===== config.mk =====
export PLATFORM = sky130hd
export DESIGN_NAME = block_move_ctrl
export DESIGN_NICKNAME = d
export VERILOG_FILES = /design/src/rtl/block_move_ctrl.sv
export SDC_FILE = /design/constraint.sdc
export NUM_CORES = 1
export LEC_CHECK = 0
export CELL_PAD_IN_SITES_DETAIL_PLACEMENT = 2
export CELL_PAD_IN_SITES_GLOBAL_PLACEMENT = 2
export CORE_MARGIN = 4
export CORE_UTILIZATION = 28
export CTS_CLUSTER_DIAMETER = 200
export DETAILED_ROUTE_END_ITERATION = 10
export PLACE_DENSITY = 0.79
export SLEW_MARGIN = 20
export SYNTH_ARGS = -nofsm -noshare
export SYNTH_HDL_FRONTEND = slang
export SYNTH_SLANG_ARGS = --single-unit

===== constraint.sdc =====
create_clock -name pixel_clk -period 2.3 [get_ports pixel_clk]
set_input_delay 0.46 -clock pixel_clk [delete_from_list [all_inputs] [get_ports pixel_clk]]
set_output_delay 0.46 -clock pixel_clk [all_outputs]
set_load 0.05 [all_outputs]

===== src/rtl/block_move_ctrl.sv =====
// block_move_ctrl: frame-synchronous motion scheduler for the moving block.
// Optional build macro: BLOCK_COLOR_CYCLE_EN steps the block colour through an
// 8-entry table on every commit that contains a bounce. When the macro is not
// defined, block_color is the constant BLOCK_COLOR.
module block_move_ctrl #(
  parameter int          H_DISP      = 1280,
  parameter int          V_DISP      = 720,
  parameter int          BLOCK_SIZE  = 40,
  parameter int          STEP        = 1,
  parameter int          FRAME_DIV   = 1,
  parameter logic [23:0] BLOCK_COLOR = 24'h0000FF
) (
  input  logic        pixel_clk,
  input  logic        sys_rst_n,
  input  logic        video_vs,
  input  logic        run,
  output logic [10:0] block_x,
  output logic [10:0] block_y,
  output logic        block_upd,
  output logic        dir_x,
  output logic        dir_y,
  output logic [7:0]  bounce_cnt,
  output logic [23:0] block_color
);

  localparam logic [10:0] XMAX   = 11'(H_DISP - BLOCK_SIZE);
  localparam logic [10:0] YMAX   = 11'(V_DISP - BLOCK_SIZE);
  localparam logic [11:0] STEP12 = 12'(STEP);
  localparam int          DIV_W  = (FRAME_DIV > 1) ? $clog2(FRAME_DIV) : 1;
  localparam logic [DIV_W-1:0] DIV_LAST = DIV_W'(FRAME_DIV - 1);

  typedef enum logic [1:0] {IDLE, WAIT, CALC, COMMIT} state_t;

  state_t           state, state_nxt;
  logic             vs_d;
  logic             frame_evt;
  logic [DIV_W-1:0] div;
  logic [11:0]      x_sum, y_sum;
  logic [10:0]      nx, ny;
  logic             ndir_x, ndir_y;
  logic             flip;

  assign frame_evt = video_vs & ~vs_d;

  // Delay the frame sync by one cycle so a rising edge can be detected
  always_ff @(posedge pixel_clk or negedge sys_rst_n) begin
    if (!sys_rst_n) vs_d <= 1'b0;
    else            vs_d <= video_vs;
  end

  // FSM state register
  always_ff @(posedge pixel_clk or negedge sys_rst_n) begin
    if (!sys_rst_n) state <= IDLE;
    else            state <= state_nxt;
  end

  // Next-state logic: IDLE only aligns to a frame, WAIT divides frames down
  always_comb begin
    state_nxt = state;
    case (state)
      IDLE:    if (frame_evt) state_nxt = WAIT;
      WAIT:    if (frame_evt && run && (div == DIV_LAST)) state_nxt = CALC;
      CALC:    state_nxt = COMMIT;
      COMMIT:  state_nxt = WAIT;
      default: state_nxt = IDLE;
    endcase
  end

  // Frame divider counts only frames seen in WAIT while running
  always_ff @(posedge pixel_clk or negedge sys_rst_n) begin
    if (!sys_rst_n) begin
      div <= '0;
    end else if ((state == WAIT) && frame_evt && run) begin
      div <= (div == DIV_LAST) ? '0 : div + DIV_W'(1);
    end
  end

  // Next position and direction with edge reflection; 12-bit sums cannot overflow
  always_comb begin
    x_sum  = {1'b0, block_x} + STEP12;
    y_sum  = {1'b0, block_y} + STEP12;
    nx     = block_x;
    ny     = block_y;
    ndir_x = dir_x;
    ndir_y = dir_y;
    if (dir_x) begin
      if (x_sum >= {1'b0, XMAX}) begin nx = XMAX; ndir_x = 1'b0; end
      else                             nx = x_sum[10:0];
    end else begin
      if ({1'b0, block_x} <= STEP12) begin nx = '0; ndir_x = 1'b1; end
      else                                 nx = block_x - STEP12[10:0];
    end
    if (dir_y) begin
      if (y_sum >= {1'b0, YMAX}) begin ny = YMAX; ndir_y = 1'b0; end
      else                             ny = y_sum[10:0];
    end else begin
      if ({1'b0, block_y} <= STEP12) begin ny = '0; ndir_y = 1'b1; end
      else                                 ny = block_y - STEP12[10:0];
    end
    flip = (ndir_x != dir_x) | (ndir_y != dir_y);
  end

  // Publish the computed position as one atomic update, visible during COMMIT
  always_ff @(posedge pixel_clk or negedge sys_rst_n) begin
    if (!sys_rst_n) begin
      block_x    <= '0;
      block_y    <= '0;
      dir_x      <= 1'b1;
      dir_y      <= 1'b1;
      block_upd  <= 1'b0;
      bounce_cnt <= '0;
    end else begin
      block_upd <= (state == CALC);
      if (state == CALC) begin
        block_x <= nx;
        block_y <= ny;
        dir_x   <= ndir_x;
        dir_y   <= ndir_y;
        if (flip) bounce_cnt <= bounce_cnt + 8'd1;
      end
    end
  end

`ifdef BLOCK_COLOR_CYCLE_EN
  logic [2:0] color_idx;

  function automatic logic [23:0] color_lut(input logic [2:0] idx);
    case (idx)
      3'd0:    return 24'hFF0000;
      3'd1:    return 24'h00FF00;
      3'd2:    return 24'h0000FF;
      3'd3:    return 24'hFFFF00;
      3'd4:    return 24'h00FFFF;
      3'd5:    return 24'hFF00FF;
      3'd6:    return 24'hFFFFFF;
      default: return 24'h808080;
    endcase
  endfunction

  // Step the colour together with the bounce counter so both change in COMMIT
  always_ff @(posedge pixel_clk or negedge sys_rst_n) begin
    if (!sys_rst_n) begin
      color_idx   <= 3'd0;
      block_color <= color_lut(3'd0);
    end else if ((state == CALC) && flip) begin
      color_idx   <= color_idx + 3'd1;
      block_color <= color_lut(color_idx + 3'd1);
    end
  end
`else
  assign block_color = BLOCK_COLOR;
`endif

endmodule


## After elaboration in Yosys (flattened, before gate mapping)

Cells that the tools add are included.

- Register bits after elaboration: 37
- Output and inout port bits: 57
- Logic and storage cells: 53

- Add/sub/neg operators: 6
- Order comparisons: 4
- Equal/unequal tests: 7
- Multiplexer cells: 16
- Bitwise gates (word level): 4
- Reductions and logical operators: 7

Operators with widths:

| operator | number |
|---|---|
| 2-to-1 mux 11 bit | 6 |
| adder 11 x 1 -> 12 bit, second input constant | 2 |
| less-or-equal comparator 11 x 1 -> 1 bit, second input constant | 2 |
| subtractor 11 x 1 -> 11 bit, second input constant | 2 |
| >= comparator 12 x 10 -> 1 bit, second input constant | 1 |
| >= comparator 12 x 11 -> 1 bit, second input constant | 1 |
| adder 8 x 1 -> 8 bit, second input constant | 1 |
| case mux 2 bit (4 select lines) | 1 |
| 2-to-1 mux 1 bit | 7 |
| == test 2 bit, second input constant | 2 |
| logical AND 1 bit | 4 |
| 2-to-1 mux 2 bit | 2 |
| inequality test 2 bit, second input constant | 2 |
| AND reduction 2 bit | 2 |
| == test 2 x 1 -> 1 bit, second input constant | 1 |
| zero test 2 bit | 1 |
| inequality test 1 bit | 2 |
| NOT 1 bit | 2 |
| adder 1 bit, second input constant | 1 |
| AND 1 bit | 1 |
| bitwise OR 1 bit | 1 |

## Depth between registers and ports, before layout

Gate-level depths: netlist of run 1.

- Depth in word-level cells: 7
- Depth in mapped cells: 10
- Depth with buffers taken out: 8

## Worst setup path before layout of run 1

No wires, ideal clock.

- Kind: reg2reg
- From: reg block_x[0]
- To: reg bounce_cnt[1]
- Setup time: 125 ps
- Arrival: 2,625 ps
- Required time: 2,175 ps
- Setup slack: -451 ps
- Cell stages (with the launch flop): 9
- Path buffers: 0
- Clock period less this slack: 2,751 ps
- Cells stage by stage: dfrtp_1 -> ha_1 -> nand3_2 -> nor3_1 -> or2_2 -> a221oi_1 -> a211o_4 -> a21oi_2 -> mux2_4

- Longest elaborated chain between the ends: 7
- Elaborated cells on any way between the ends: 9
- Those cells by class: add/sub: 1; order compare: 2; eq/ne: 1; mux: 3; bitwise: 1; reduce/logical: 1

Ends and longest elaborated chain:

| element | line | source |
|---|---|---|
| start, declared | 17 | `output logic [10:0] block_x,` |
| start signal, assigned | 115 | `block_x <= nx;` |
| adder 11 x 1 -> 12 bit | 80 | `x_sum = {1'b0, block_x} + STEP12;` |
| >= comparator 12 x 11 -> 1 bit | 87 | `if (x_sum >= {1'b0, XMAX}) begin nx = XMAX; ndir_x = 1'b0; end` |
| 2-to-1 mux 1 bit | 87 |  |
| 2-to-1 mux 1 bit (*) | 86 | `if (dir_x) begin` |
| inequality test 1 bit (*) | 100 | `flip = (ndir_x != dir_x) \| (ndir_y != dir_y);` |
| bitwise OR 1 bit (*) | 100 |  |
| AND reduction 2 bit (no source line) (*) | -- |  |
| end signal, assigned | 119 | `if (flip) bounce_cnt <= bounce_cnt + 8'd1;` |
| end, declared | 22 | `output logic [7:0] bounce_cnt,` |

Every way passes the cells marked *; elsewhere a longest branch is shown, timed or not.
A chain may end at the register's enable or synchronous reset.

## Worst setup path in the final report of run 1

- From: reg block_x[0]
- To: reg block_x[5]

- Longest elaborated chain between the ends: 4
- Elaborated cells on any way between the ends: 7
- Those cells by class: add/sub: 2; order compare: 2; mux: 3

Ends and longest elaborated chain:

| element | line |
|---|---|
| adder 11 x 1 -> 12 bit | 80 |
| >= comparator 12 x 11 -> 1 bit | 87 |
| 2-to-1 mux 11 bit | 87 |
| 2-to-1 mux 11 bit (*) | 86 |

Marks and branches as above.

==> impl_metrics.xml, run 1 <==
<?xml version="1.0" encoding="UTF-8"?>
<metrics>
  <group name="routing">
    <metric name="drt-pass1-iter-count" unit="">4</metric>
    <metric name="post-route-drc-count" unit="">0</metric>
    <metric name="via_count" unit="">3196</metric>
    <metric name="routedWlPerCell" unit="um">21.2</metric>
    <metric name="vias_per_cell" unit="">5.45</metric>
    <metric name="drt_iter0_markers" unit="">138</metric>
    <metric name="postRouteWirelength" unit="mm">12.4</metric>
    <metric name="antenna_violating_nets_post_route" unit="">0</metric>
  </group>
  <group name="critical_path">
    <metric name="critPathMaxFanout" unit="">6</metric>
    <metric name="r2r_start" unit="">block_x[0]</metric>
    <metric name="cp_data_required_time" unit="ns">2.52</metric>
    <metric name="cp_data_arrival_time" unit="ns">2.62</metric>
    <metric name="cp_capture_type" unit="">flip-flop</metric>
    <metric name="startpoint" unit="">block_x[0]</metric>
    <metric name="critical_path_cell_by_cell" unit="">ha_4 &gt; nand3_4 &gt; nor3_2 &gt; or2_2 &gt; a221oi_2 &gt; o21ai_1 &gt; buf_4 &gt; o221ai_1 &gt; o2bb2ai_1</metric>
    <metric name="path_delay_family" unit="">compound AO/OA/AOI/OAI gates</metric>
    <metric name="path_buf_inv" unit="">1</metric>
    <metric name="r2r_setup_slack" unit="ns">-0.1</metric>
    <metric name="reg2reg_end" unit="">block_x[5]</metric>
    <metric name="max_stage_delay" unit="ns">0.52</metric>
    <metric name="timing.critical_path.from_type" unit="">flip-flop</metric>
    <metric name="r2r.worst_path.cells" unit="">9</metric>
    <metric name="critPathKind" unit="">flip-flop to flip-flop</metric>
    <metric name="crit_slowest_cell" unit="">sky130_fd_sc_hd__dfrtp_4</metric>
  </group>
  <group name="clock_tree">
    <metric name="htreeDepth" unit="">2</metric>
    <metric name="clk_pin_slew_worst_paths" unit="ns">0.10</metric>
    <metric name="cts-hold-fix-buffers" unit="">0</metric>
    <metric name="cts-root-buf" unit="">sky130_fd_sc_hd__clkbuf_8</metric>
    <metric name="tritoncts_clock_tree" unit="">done</metric>
    <metric name="clock_buffer_count_from_cts" unit="">5</metric>
    <metric name="insertion_delay" unit="ns">0.31</metric>
    <metric name="clock-sinks" unit="">36</metric>
    <metric name="cts_max_path_buffers" unit="">2</metric>
  </group>
  <group name="run_status">
    <metric name="status" unit="">finished, violations left</metric>
    <metric name="violations_in_the_final_reports" unit="">setup timing</metric>
  </group>
  <group name="flow_run">
    <metric name="drv.max_cap_violation_count" unit="">0</metric>
  </group>
  <group name="global_route">
    <metric name="congestion_overflow_gr" unit="">0</metric>
    <metric name="first_global_vias" unit="">3450</metric>
    <metric name="antenna_found_initial" unit="">0</metric>
    <metric name="grt_first_pass_wirelength" unit="mm">18.8</metric>
    <metric name="grt_max_degree" unit="">37</metric>
    <metric name="grt_usage" unit="%">18.3</metric>
  </group>
  <group name="sta">
    <metric name="report.final.setup_viol" unit="">7</metric>
    <metric name="final_min_period_over_clock_period" unit="%">104</metric>
    <metric name="timing_max_transition_violations_final" unit="">0</metric>
    <metric name="max_clock_freq" unit="MHz">417</metric>
    <metric name="final.min_clock_period" unit="ns">2.40</metric>
    <metric name="worst-slew-pin-transition" unit="ns">0.534</metric>
    <metric name="grt_setup_unrepaired" unit="">yes</metric>
    <metric name="finalHoldViolations" unit="">0</metric>
    <metric name="final.setup.worst_slack" unit="ns">-0.0960</metric>
    <metric name="relSlewSlack" unit="%">64.4</metric>
    <metric name="finalClockSkew" unit="ns">0.0125</metric>
    <metric name="smallest_hold_slack" unit="ns">0.208</metric>
  </group>
  <group name="synthesis">
    <metric name="yosysWarningCount" unit="">0</metric>
    <metric name="seq_area_frac_synth" unit="%">29.0</metric>
    <metric name="synth_cell_area" unit="mm^2">0.00312</metric>
    <metric name="synth.avg_cell_area" unit="um^2">8.54</metric>
    <metric name="synth_seq_cells" unit="">36</metric>
    <metric name="synth_cell_type_count" unit="">69</metric>
    <metric name="syn-instance-count" unit="">365</metric>
    <metric name="ys_async_sr_fraction" unit="%">100</metric>
    <metric name="synth_edf_count" unit="">0</metric>
    <metric name="synth_flop_type" unit="">sky130_fd_sc_hd__dfrtp_1</metric>
  </group>
  <group name="placed_design">
    <metric name="globalplace.congestion" unit="">0.839</metric>
    <metric name="port-buffer-count" unit="">36</metric>
    <metric name="dpl.hpwl" unit="mm">8.21</metric>
    <metric name="placement.setup.worst_slack" unit="ns">-0.0543</metric>
  </group>
  <group name="cells_and_area">
    <metric name="mostFrequentLayoutCells" unit="">sky130_fd_sc_hd__buf_4, sky130_fd_sc_hd__clkdlybuf4s50_1, sky130_fd_sc_hd__nor2_1</metric>
    <metric name="num-nets-final" unit="">459</metric>
    <metric name="diodes" unit="">0</metric>
    <metric name="most_common_cell_after_layout_fill_and_taps_aside" unit="">sky130_fd_sc_hd__buf_4</metric>
    <metric name="share_of_layout_cells_above_drive_strength_1" unit="%">30.9</metric>
    <metric name="syn_to_final_growth" unit="%">34.7</metric>
  </group>
  <group name="floorplan">
    <metric name="io_pins" unit="">61</metric>
    <metric name="core" unit="mm^2">0.0109</metric>
    <metric name="die_width" unit="um">113</metric>
    <metric name="floorplan.initialDensity" unit="%">28.6</metric>
    <metric name="num_rows" unit="">38</metric>
    <metric name="fp.dieH" unit="um">113</metric>
    <metric name="die_area" unit="mm^2">0.0129</metric>
  </group>
  <group name="power_and_ir_drop">
    <metric name="vdd_ir_drop_max" unit="uV">493</metric>
    <metric name="pwr_density_cell" unit="mW/mm^2">1330</metric>
    <metric name="power.leakage" unit="nW">1.71</metric>
  </group>
  <group name="hold_path">
    <metric name="holdCritPathClass" unit="">primary input to async pin</metric>
  </group>
</metrics>
## cell type report
type	count	area (um^2)
Fill cell	1193	6690
Multi-Input combinational cell	286	2080
Sequential cell	36	925
Timing Repair Buffer	98	836
Tap cell	140	175
Clock buffer	5	68.8
Inverter	18	67.6
Clock inverter	3	42.5
## per-layer routing
metal / up-vias / wire length (um) / GRT usage [%]
met1: 1648 / 5390 / 22.9
li1: 1441 / - / -
met2: 93 / 6400 / 32.9
met5: - / 0 / 0
met4: 0 / 199 / 4.49
met3: 14 / 459 / 2.71
## flip-flops by register name (all words and copies together), names as in the netlist
signal / flops
block_upd: 1
vs_d: 1
block_y: 11
block_x: 11
bounce_cnt: 8
state: 2
dir_y: 1
dir_x: 1
## how the worst max path moves through the flow
stage,slack [ns],endpoint,cells after the start
after floorplan,-0.05,bounce_cnt[1],7
after global placement,0.01,bounce_cnt[1],7
after detailed placement,-0.05,bounce_cnt[1],7
after CTS,0.0000004,bounce_cnt[1],8
after global routing,-0.17,block_x[5],9
final,-0.1,block_x[5],9
## power by group
| part | leakage, nW | internal (mW) | switching (mW) | total (mW) |
|---|---|---|---|---|
| Clock | 0.0541 | 0.322 | 0.283 | 0.604 |
| Sequential | 0.444 | 0.847 | 0.402 | 1.25 |
| Combinational | 1.21 | 1.46 | 2.29 | 3.75 |
## synthesized netlist by cell type (3+ instances only)
library cell	number	share of area (%)
sky130_fd_sc_hd__dfrtp_1	34	27
sky130_fd_sc_hd__o221ai_1	5	1.4
sky130_fd_sc_hd__and3_1	6	1.2
sky130_fd_sc_hd__and4_1	3	0.84
sky130_fd_sc_hd__a2bb2oi_1	3	0.84
sky130_fd_sc_hd__a21oi_1	19	3.1
sky130_fd_sc_hd__buf_2	6	0.96
sky130_fd_sc_hd__o21ai_0	20	3.2
sky130_fd_sc_hd__nor2_1	29	3.5
sky130_fd_sc_hd__nand3_1	11	1.8
sky130_fd_sc_hd__inv_1	18	2.2
sky130_fd_sc_hd__and2_1	4	0.80
sky130_fd_sc_hd__ha_1	10	4.0
sky130_fd_sc_hd__o211ai_1	4	0.96
sky130_fd_sc_hd__clkbuf_1	11	1.3
sky130_fd_sc_hd__a31oi_1	5	1.0
sky130_fd_sc_hd__nor3_1	11	1.8
sky130_fd_sc_hd__a211o_1	4	1.1
sky130_fd_sc_hd__or2_1	3	0.60
sky130_fd_sc_hd__o22ai_1	3	0.60
sky130_fd_sc_hd__o2bb2ai_1	7	2.0
sky130_fd_sc_hd__nand2b_1	10	2.0
sky130_fd_sc_hd__nor4_4	3	2.0
sky130_fd_sc_hd__buf_4	25	6.0
sky130_fd_sc_hd__a22oi_1	4	0.96
sky130_fd_sc_hd__mux2i_1	3	0.96
sky130_fd_sc_hd__a22o_1	3	0.84
sky130_fd_sc_hd__nand2_1	26	3.1
sky130_fd_sc_hd__nand4_1	4	0.80
sky130_fd_sc_hd__xor2_1	4	1.1
sky130_fd_sc_hd__buf_6	6	2.2
sky130_fd_sc_hd__xnor2_1	9	2.5
sky130_fd_sc_hd__a32oi_1	5	1.4
## through the flow
stage	TNS (ns)	total power [mW]	cell area, um^2	util, %	cells
finish	-0.252	5.60	4200	38.6	586
global route	-1.56	5.95	4200	38.6	586
CTS	0	5.44	4060	37.2	575
detailed placement	-0.334	4.65	3850	35.3	564
global placement	0	4.49	3850	35.3	564
floorplan	-0.0882	3.37	3270	-	387
## cell families (layout without fill, tap and decap cells)
family | after synthesis | after routing | share of synthesized area [%]
adders and majority gates | 10 | 10 | 4.02
DFF | 36 | 36 | 29.0
buffers and inverters | 66 | 124 | 12.7
other | 2 | 24 | 0.241
muxes | 6 | 6 | 2.17
xor gates and xnor gates | 13 | 13 | 3.65
AOI/OAI and AO/OA | 107 | 107 | 26.1
and+or+nand+nor | 125 | 126 | 22.2
## repair_timing
item | 4_1_cts | 5_1_grt
gates resized for setup | 22 | 15
endpoints found under the setup margin | 19 | 18
pin swaps | 10 | 10
endpoints found under the hold margin | 0 | 0
gates cloned | 0 | 1
buffers inserted | 3 | 10
## worst reg2reg max path: cells and delay by family (launching register included)
family | cells | cell delay [ns]
adder cells (fa/ha/maj) | 1 | 0.20
flip-flops | 1 | 0.52
buffers and inverters | 1 | 0.19
AND/OR/NAND/NOR | 3 | 0.50
AO/OA/AOI/OAI | 4 | 0.90
Note: power is estimated with default switching activity, not from simulation.
==> inputs of run 2 (changes only) <==
--- a/config.mk
+++ b/config.mk
@@ -16,3 +16,4 @@
 export SYNTH_ARGS = -nofsm -noshare
 export SYNTH_HDL_FRONTEND = slang
 export SYNTH_SLANG_ARGS = --single-unit
+export TNS_END_PERCENT = 50
==> run 2 against run 1 <==
The flow still finishes with violations (setup timing). Clock power down 15%. Sequential share of layout area down 0.22 points. Cell count up 0.17%. Final area up 1.2%. Register-to-register slack better by 0.03 ns. First-iteration DRC count up 36%. Non-clock buffer count up 1. Hold slack worse by 0.11 ns. Via count up 0.50%. Critical endpoint is now bounce_cnt[1].
==> impl_metrics.xml, run 2 (synthesis results as in run 1) <==
<?xml version="1.0" encoding="UTF-8"?>
<metrics>
  <group name="run_status">
    <metric name="status" unit="">finished, violations left</metric>
    <metric name="violations_in_the_final_reports" unit="">setup timing</metric>
  </group>
  <group name="placed_design">
    <metric name="placement.setup.worst_slack" unit="ns">-0.135</metric>
    <metric name="dpl.hpwl" unit="mm">8.40</metric>
    <metric name="globalplace.congestion" unit="">0.882</metric>
    <metric name="placement_cell_area" unit="mm^2">0.00380</metric>
    <metric name="port-buffer-count" unit="">36</metric>
    <metric name="numPlacedInstances" unit="">558</metric>
  </group>
  <group name="routing">
    <metric name="drt_iter0_markers" unit="">187</metric>
    <metric name="routedWlPerCell" unit="um">21.6</metric>
    <metric name="antenna_violating_nets_post_route" unit="">0</metric>
    <metric name="vias_per_cell" unit="">5.47</metric>
    <metric name="post-route-drc-count" unit="">0</metric>
    <metric name="postRouteWirelength" unit="mm">12.7</metric>
    <metric name="via_count" unit="">3212</metric>
    <metric name="drt-pass1-iter-count" unit="">4</metric>
  </group>
  <group name="cells_and_area">
    <metric name="num-nets-final" unit="">460</metric>
    <metric name="footprint_of_the_multi_input_gates" unit="mm^2">0.00214</metric>
    <metric name="mostFrequentLayoutCells" unit="">sky130_fd_sc_hd__buf_4, sky130_fd_sc_hd__clkdlybuf4s50_1, sky130_fd_sc_hd__nor2_1</metric>
    <metric name="post-route-cell-area" unit="mm^2">0.00425</metric>
    <metric name="diodes" unit="">0</metric>
    <metric name="nFillCells" unit="">1202</metric>
    <metric name="most_common_cell_after_layout_fill_and_taps_aside" unit="">sky130_fd_sc_hd__buf_4</metric>
    <metric name="regArea" unit="um^2">926</metric>
    <metric name="share_of_layout_cells_above_drive_strength_1" unit="%">32.0</metric>
    <metric name="finalNonFillerCells" unit="">587</metric>
    <metric name="syn_to_final_growth" unit="%">36.3</metric>
    <metric name="largestRegisters" unit="">block_x (11), block_y (11), bounce_cnt (8)</metric>
  </group>
  <group name="global_route">
    <metric name="antenna_found_initial" unit="">0</metric>
    <metric name="grt_max_degree" unit="">37</metric>
    <metric name="first_global_vias" unit="">3492</metric>
    <metric name="grt_first_pass_wirelength" unit="mm">18.7</metric>
    <metric name="congestion_overflow_gr" unit="">0</metric>
    <metric name="grt_usage" unit="%">18.1</metric>
  </group>
  <group name="critical_path">
    <metric name="cp_data_arrival_time" unit="ns">2.57</metric>
    <metric name="timing.critical_path.from_type" unit="">flip-flop</metric>
    <metric name="cp_capture_type" unit="">flip-flop</metric>
    <metric name="cp_data_required_time" unit="ns">2.51</metric>
    <metric name="critPathMaxFanout" unit="">8</metric>
    <metric name="critPathKind" unit="">flip-flop to flip-flop</metric>
  </group>
  <group name="sta">
    <metric name="final.min_clock_period" unit="ns">2.36</metric>
    <metric name="final_min_period_over_clock_period" unit="%">103</metric>
    <metric name="finalHoldViolations" unit="">0</metric>
    <metric name="worst-slew-pin-transition" unit="ns">0.563</metric>
    <metric name="final.setup.worst_slack" unit="ns">-0.0626</metric>
    <metric name="finalClockSkew" unit="ns">0.0169</metric>
    <metric name="report.final.setup_viol" unit="">8</metric>
    <metric name="timing_max_transition_violations_final" unit="">0</metric>
    <metric name="max_clock_freq" unit="MHz">423</metric>
    <metric name="setup_total_negative_slack" unit="ns">-0.258</metric>
    <metric name="grt_setup_unrepaired" unit="">yes</metric>
    <metric name="relSlewSlack" unit="%">62.4</metric>
  </group>
  <group name="power_and_ir_drop">
    <metric name="power.leakage" unit="nW">1.71</metric>
    <metric name="vdd_ir_drop_max" unit="uV">482</metric>
    <metric name="pwr_density_cell" unit="mW/mm^2">1320</metric>
  </group>
  <group name="clock_tree">
    <metric name="tritoncts_clock_tree" unit="">done</metric>
    <metric name="clk_pin_slew_worst_paths" unit="ns">0.10</metric>
    <metric name="clock-sinks" unit="">36</metric>
    <metric name="insertion_delay" unit="ns">0.32</metric>
    <metric name="cts-hold-fix-buffers" unit="">0</metric>
    <metric name="clock_buffer_count_from_cts" unit="">5</metric>
    <metric name="cts_max_path_buffers" unit="">2</metric>
    <metric name="htreeDepth" unit="">2</metric>
    <metric name="cts-root-buf" unit="">sky130_fd_sc_hd__clkbuf_8</metric>
  </group>
  <group name="floorplan">
    <metric name="die_area" unit="mm^2">0.0129</metric>
    <metric name="io_pins" unit="">61</metric>
    <metric name="die_width" unit="um">113</metric>
    <metric name="core" unit="mm^2">0.0109</metric>
    <metric name="floorplan.initialDensity" unit="%">28.6</metric>
    <metric name="num_rows" unit="">38</metric>
    <metric name="fp.dieH" unit="um">113</metric>
  </group>
  <group name="flow_run">
    <metric name="drv.max_cap_violation_count" unit="">0</metric>
  </group>
  <group name="hold_path">
    <metric name="holdCritPathClass" unit="">primary input to async pin</metric>
  </group>
</metrics>
[run 2: layer usage]
metal  GRT usage [%]  part of all wire, %
met1            22.2                   42
met2            32.4                   52
met3            3.08                  3.6
met4            5.61                  2.1
met5               0                    0
[run 2: worst paths after layout]
path / depth (start not counted) / startpoint / to / slack (ns)
worst max-delay path: 9 / block_x[0] / bounce_cnt[1] / -0.06
worst min-delay path: 2 / sys_rst_n / block_x[0] / 0.1
worst max register to register: 9 / block_x[0] / bounce_cnt[1] / -0.06
worst min register to register: 1 / bounce_cnt[7] / bounce_cnt[7] / 0.49
max in group asynchronous: 2 / sys_rst_n / dir_x / 1.94
min in group pixel_clk: 1 / bounce_cnt[7] / bounce_cnt[7] / 0.49
[run 2: critical path, stage by stage, from the launching register on]
cell and delay, ns:
sky130_fd_sc_hd__dfrtp_4 0.51, sky130_fd_sc_hd__ha_4 0.20, sky130_fd_sc_hd__nor3b_2 0.16, sky130_fd_sc_hd__nand3_1 0.13, sky130_fd_sc_hd__o211ai_1 0.14, sky130_fd_sc_hd__buf_4 0.17, sky130_fd_sc_hd__a221oi_2 0.08, sky130_fd_sc_hd__a211o_4 0.35
sky130_fd_sc_hd__a21oi_4 0.19, sky130_fd_sc_hd__mux2_4 0.31
[run 2: per-stage QoR]
stage | power, mW | hold slack, ns | util (%)
after global routing | 5.95 | 0.0991 | 39.0
after global placement | 4.46 | 0.444 | 34.9
after CTS | 5.33 | 0.102 | 37.2
after detailed placement | 4.64 | 0.450 | 34.9
after floorplan | 3.37 | 0.164 | -
final | 5.63 | 0.0963 | 39.0
[run 2: final cells by class]
class                      count  area share (%)
clock inverter                 3           0.560
clock buffer                   5            1.62
sequential                    36            21.8
tap                          140            4.12
inverter                      18            1.59
multi-input combinational    286            50.4
timing repair buffer          99            19.9
[run 2: report_power, final]
group          total [mW]  internal, mW  switching, mW
Combinational        3.88          1.50           2.38
Sequential           1.23         0.847          0.385
Clock               0.513         0.215          0.298
Total                5.63          2.56           3.06
[run 2: repair_timing]
action,in CTS,in global routing
gates cloned,0,1
setup endpoints to repair,24,27
buffers inserted,7,13
gates resized for setup,23,20
pin swaps,11,18
